**src/rtl/rf_pkg.sv**
```systemverilog
// Shared constants and the byte-merge helper used by both the register write
// path and the same-cycle bypass path of reg_file.
package rf_pkg;

  localparam int RF_WIDTH = 32;
  localparam int RF_DEPTH = 32;

  // Widest word the merge helper handles; callers cast in and out of this size.
  localparam int RF_MAX_W = 1024;
  localparam int RF_MAX_B = RF_MAX_W / 8;

  function automatic int rf_bytes(input int width);
    return width / 8;
  endfunction

  function automatic logic [RF_MAX_W-1:0] byte_merge(
    input logic [RF_MAX_W-1:0] old_w,
    input logic [RF_MAX_W-1:0] new_w,
    input logic [RF_MAX_B-1:0] mask
  );
    logic [RF_MAX_W-1:0] res;
    for (int i = 0; i < RF_MAX_B; i++) begin
      res[8*i +: 8] = mask[i] ? new_w[8*i +: 8] : old_w[8*i +: 8];
    end
    return res;
  endfunction

endpackage

```
**src/rtl/rf_word.sv**
```systemverilog
// One register-file entry: WIDTH flops, async active-low reset to RESET_VAL,
// per-byte write enables merged through the shared helper.
module rf_word
  import rf_pkg::*;
#(
  parameter int              WIDTH     = RF_WIDTH,
  parameter logic [WIDTH-1:0] RESET_VAL = '0
) (
  input  logic               clk,
  input  logic               rst_n,
  input  logic [WIDTH/8-1:0] be,
  input  logic [WIDTH-1:0]   d,
  output logic [WIDTH-1:0]   q
);

  logic [WIDTH-1:0] nxt;

  assign nxt = WIDTH'(byte_merge(RF_MAX_W'(q), RF_MAX_W'(d), RF_MAX_B'(be)));

  always_ff @(posedge clk or negedge rst_n) begin
    if (!rst_n) begin
      q <= RESET_VAL;
    end else if (|be) begin
      q <= nxt;
    end
  end

endmodule

```
**src/rtl/reg_file.sv**
```systemverilog
// Register file: DEPTH x WIDTH flops, one byte-masked synchronous write port,
// two combinational read ports with optional zero entry and write bypass.
module reg_file
  import rf_pkg::*;
#(
  parameter int               WIDTH     = RF_WIDTH,
  parameter int               DEPTH     = RF_DEPTH,
  parameter int               AW        = $clog2(DEPTH),
  parameter bit               ZERO_REG  = 1'b1,
  parameter bit               BYPASS    = 1'b1,
  parameter logic [WIDTH-1:0] RESET_VAL = '0
) (
  input  logic               clk,
  input  logic               rst_n,
  input  logic               we,
  input  logic [AW-1:0]      wa,
  input  logic [WIDTH-1:0]   wd,
  input  logic [WIDTH/8-1:0] wbe,
  input  logic [AW-1:0]      ra1,
  output logic [WIDTH-1:0]   rd1,
  input  logic [AW-1:0]      ra2,
  output logic [WIDTH-1:0]   rd2
);

  localparam int BYTES = rf_bytes(WIDTH);

  logic [WIDTH-1:0] mem [DEPTH];
  logic [WIDTH-1:0] wmerge;
  logic             zero1, zero2;
  logic             byp1, byp2;

  for (genvar i = 0; i < DEPTH; i++) begin : g_word
    if (ZERO_REG && i == 0) begin : g_zero
      // No storage for entry 0: writes to it simply have nowhere to land.
      assign mem[i] = '0;
    end else begin : g_flop
      logic [BYTES-1:0] be;
      assign be = (we && wa == AW'(i)) ? wbe : '0;
      rf_word #(
        .WIDTH    (WIDTH),
        .RESET_VAL(RESET_VAL)
      ) u_word (
        .clk  (clk),
        .rst_n(rst_n),
        .be   (be),
        .d    (wd),
        .q    (mem[i])
      );
    end
  end

  // Post-write view of the entry being written, for the bypass path.
  assign wmerge = WIDTH'(byte_merge(RF_MAX_W'(mem[wa]), RF_MAX_W'(wd), RF_MAX_B'(wbe)));

  assign zero1 = ZERO_REG && (ra1 == '0);
  assign zero2 = ZERO_REG && (ra2 == '0);
  assign byp1  = BYPASS && we && rst_n && (ra1 == wa);
  assign byp2  = BYPASS && we && rst_n && (ra2 == wa);

  assign rd1 = zero1 ? '0 : (byp1 ? wmerge : mem[ra1]);
  assign rd2 = zero2 ? '0 : (byp2 ? wmerge : mem[ra2]);

endmodule

```
**config.mk**
```make
export PLATFORM = sky130hd
export DESIGN_NAME = reg_file
export DESIGN_NICKNAME = d
export VERILOG_FILES = /design/src/rtl/rf_pkg.sv /design/src/rtl/rf_word.sv /design/src/rtl/reg_file.sv
export SDC_FILE = /design/constraint.sdc
export NUM_CORES = 2
export LEC_CHECK = 0
export BUFFER_PORTS_ARGS = -buffer_cell sky130_fd_sc_hd__buf_2
export CAP_MARGIN = 15
export CELL_PAD_IN_SITES_DETAIL_PLACEMENT = 1
export CELL_PAD_IN_SITES_GLOBAL_PLACEMENT = 1
export CORE_MARGIN = 2
export CORE_UTILIZATION = 30
export CTS_CLUSTER_DIAMETER = 100
export DETAILED_ROUTE_END_ITERATION = 8
export PLACE_DENSITY = 0.51
export SLEW_MARGIN = 20
export SYNTH_ARGS = -nofsm -noshare
export SYNTH_HDL_FRONTEND = slang
export SYNTH_SLANG_ARGS = --single-unit
```
**constraint.sdc**
```tcl
create_clock -name clk -period 3.7 [get_ports clk]
set_clock_uncertainty 0.1 [all_clocks]
set_input_delay 0.555 -clock clk [delete_from_list [all_inputs] [get_ports clk]]
set_output_delay 0.555 -clock clk [all_outputs]
set_load 0.005 [all_outputs]
```
==> metrics <==
Final Hold Vio Count 0; critical path class input port to output port; Post-Synthesis Net Count 4950; CTS H-tree lvls 3; vias in the first global route 50.0k; fraction of layout instances using a drive strength above 1 46.7%; slew at the pin with the worst max-slew slack 1240 ps; final weighted congestion of routability-driven global placement 0.918; wire length per cell after detailed routing 35.0 um; top register by number of flip-flops g_word.g_flop.u_word.q; cells taking the most area after synthesis dfrtp_1, mux4_2, mux2_2, mux2i_1, nand2_1; clock latency of the later-clocked register in the worst-skew pair 760 ps; number of input and output port buffers inserted 117; multi-input gate area in the final layout 35200 sq um; worst-case headroom to the max-slew limit 16.8%; Synth Warn # 0; number of standard cells after synthesis 4896; #FFs+latches synth 992; Synth Area per Inst 12.6 sq um; final setup fails 5; CTS clk-pin slew, worst paths 60 ps; standby leakage power 32.2 nW; detailed-route DRC error count 0; largest registers in the final layout g_word.g_flop.u_word.q (992); number of instances in the placed design 7883; maximum operating frequency 260 MHz; part of the Yosys area used for sequential elements 40.2%; fin cells 8108; number of primary I/O pins 118; Worst Hold Slack 81.2 ps; floorplan die height 458 um; netlist area before placement 61700 sq um; startpoint type of the worst setup path input port; highest ir drop seen on vdd 0.366 mV; most frequent cells in the layout dfrtp_1, mux2_2, buf_4; violations in the final reports setup timing; worst-case setup margin in the final layout -153 ps; async set or reset register ratio after synthesis 100%; endpoint required time on the critical path 3040 ps; flip-flop count of the largest register, all copies and words added 992; post-route minimum period 3850 ps; outcome complete, but fails checks; number of nets in the finished design 5377; commonest non-fill, non-tap cell in the layout dfrtp_1; first drt pass iteration count 5; antenna violations before repair 13; total wire length after detailed routing 284000 um; cell area after layout 74300 sq um; unrepaired setup endpoints after global routing yes; Num CTS Buffers 116; data arrival time of the critical path 3200 ps; Final Slew Violations 0; DPL Wire Length 200000 um; area share of the leading cell type in the synthesized netlist 40.2%; count of standard-cell rows 166; number of sinks on the clock net 992; Detail Route Antenna Nets 0; Starting Density 30.2%; total area of sequential cells 24800 sq um; Floorplan Core Area 205000 sq um; maximum fanout count along the critical path 17; global-route congestion overflow total 0; Primary FF master, synth dfrtp_1; placed standard-cell area 69700 sq um; Syn-to-layout area delta 20.3%; Clock Tree Root clkbuf_16; number of enable flip-flop cells after synthesis 0; class of the tightest hold or removal check input port to flip-flop; global-route wire length before repair 401000 um; Cell Pwr Density 450 nW/um^2; gr usage total 26.8%; vias per std cell 5.97; DP Worst Slack -582 ps; Final Cycle Share 104%; initial DRC count 4067; maximum number of pins on one net before global-route repair 154; Synth cell types 75; TritonCTS clock tree built; biggest area consumer among synthesized cells dfrtp_1; buffers from clock root to sink, at most 3; max cap viols 0; total number of vias 48.4k; fill cell total of the finished layout 21.5k; Die Footprint 209000 sq um; width of the chip 458 um; element type at the critical path end output port
cell families after synthesis:
family,after synthesis,synth area share [%]
compound gates,920,9.66
xor+xnor,10,0.142
buf+inv,487,3.75
flops,992,40.2
mux,1682,40.3
simple gates,805,5.95
per-stage QoR:
stage | util [%] | total power [mW] | TNS, ps
2_1_floorplan | - | 18.1 | 0
3_3_place_gp | 34.1 | 21.1 | -18520
3_5_place_dp | 34.1 | 21.3 | -6560
4_1_cts | 36.2 | 33.5 | -250
5_1_grt | 36.3 | 34.7 | -280
6_report | 36.3 | 33.4 | -338
cells in the mapped netlist, types with 8 or more instances:
master     instances
nor4_1            18
o41ai_1           47
o221ai_1          12
inv_1             19
clkbuf_1         250
dfrtp_1          992
nor3_1            48
a211oi_1          35
or3_1              9
a22o_1            23
nor2b_1           25
mux2i_1          251
a22oi_1           87
buf_1             30
buf_6             18
xor2_1             8
or2_2             16
buf_2            115
a2111oi_0         11
nand2_1          498
nor2_1            92
nand2b_1          27
a221oi_1          61
mux4_2           555
o21ai_1           11
mux2_2           870
nand3_1            9
o2bb2ai_1          8
o22ai_1          162
o21ai_0          335
nor3_2             9
a21oi_1           77
buf_4             55
repair_timing:
action,in CTS,in global routing
cloned,0,1
hold endpoints to repair,152,0
pin swaps,15,17
setup buffers,5,4
setup endpoints to repair,45,35
hold buffers,2,0
resized for setup,68,46
routing by layer:
metal / share of wire [%] / wire length, um / GRT usage [%] / vias to the layer above
li1: - / - / - / 19955
met1: 43 / 121000 / 36.1 / 26178
met2: 46 / 131000 / 42.7 / 1766
met3: 5.7 / 16200 / 3.57 / 486
met4: 5.3 / 15200 / 12.6 / 4
met5: 0.0074 / 21 / 0 / -
final timing paths:
check                                         startpoint  slack (ps)  cells after the start                              to
min in group asynchronous                          rst_n         120                      2  g_word[13].g_flop.u_word.q[26]
setup reg to reg           g_word[12].g_flop.u_word.q[5]        2670                      2   g_word[12].g_flop.u_word.q[5]
hold reg to reg            g_word[1].g_flop.u_word.q[30]         390                      2   g_word[1].g_flop.u_word.q[30]
hold / removal                                    wd[24]          80                      2   g_word[1].g_flop.u_word.q[24]
setup / recovery                                   wa[0]        -150                     11                         rd1[30]
max in group asynchronous                          rst_n        1360                      4   g_word[24].g_flop.u_word.q[1]
cell type report:
type / count / area share [%]
clock buffers: 169 / 4.56
inverters: 19 / 0.0960
well taps: 2688 / 4.53
repair buffers: 777 / 9.30
clock inverters: 42 / 0.655
diodes: 4 / 0.0135
multi-input cells: 3417 / 47.4
flip-flops and latches: 992 / 33.4
report_power, final:
part	switching, mW	internal [mW]	leakage, nW
sequential	1.49	12.3	13.2
combinational	3.67	3.92	17.1
clock	5.10	6.93	1.90
total	10.3	23.1	32.2
worst max-delay path, cell delays in order:
cell	delay, ps
buf_8	160
or3b_2	530
buf_12	190
o22ai_2	210
a211oi_1	70
buf_4	180
a221oi_4	400
nor2_1	140
a211oi_4	420
buf_6	190
buf_2	120
Note: power is estimated with default switching activity, not from simulation.
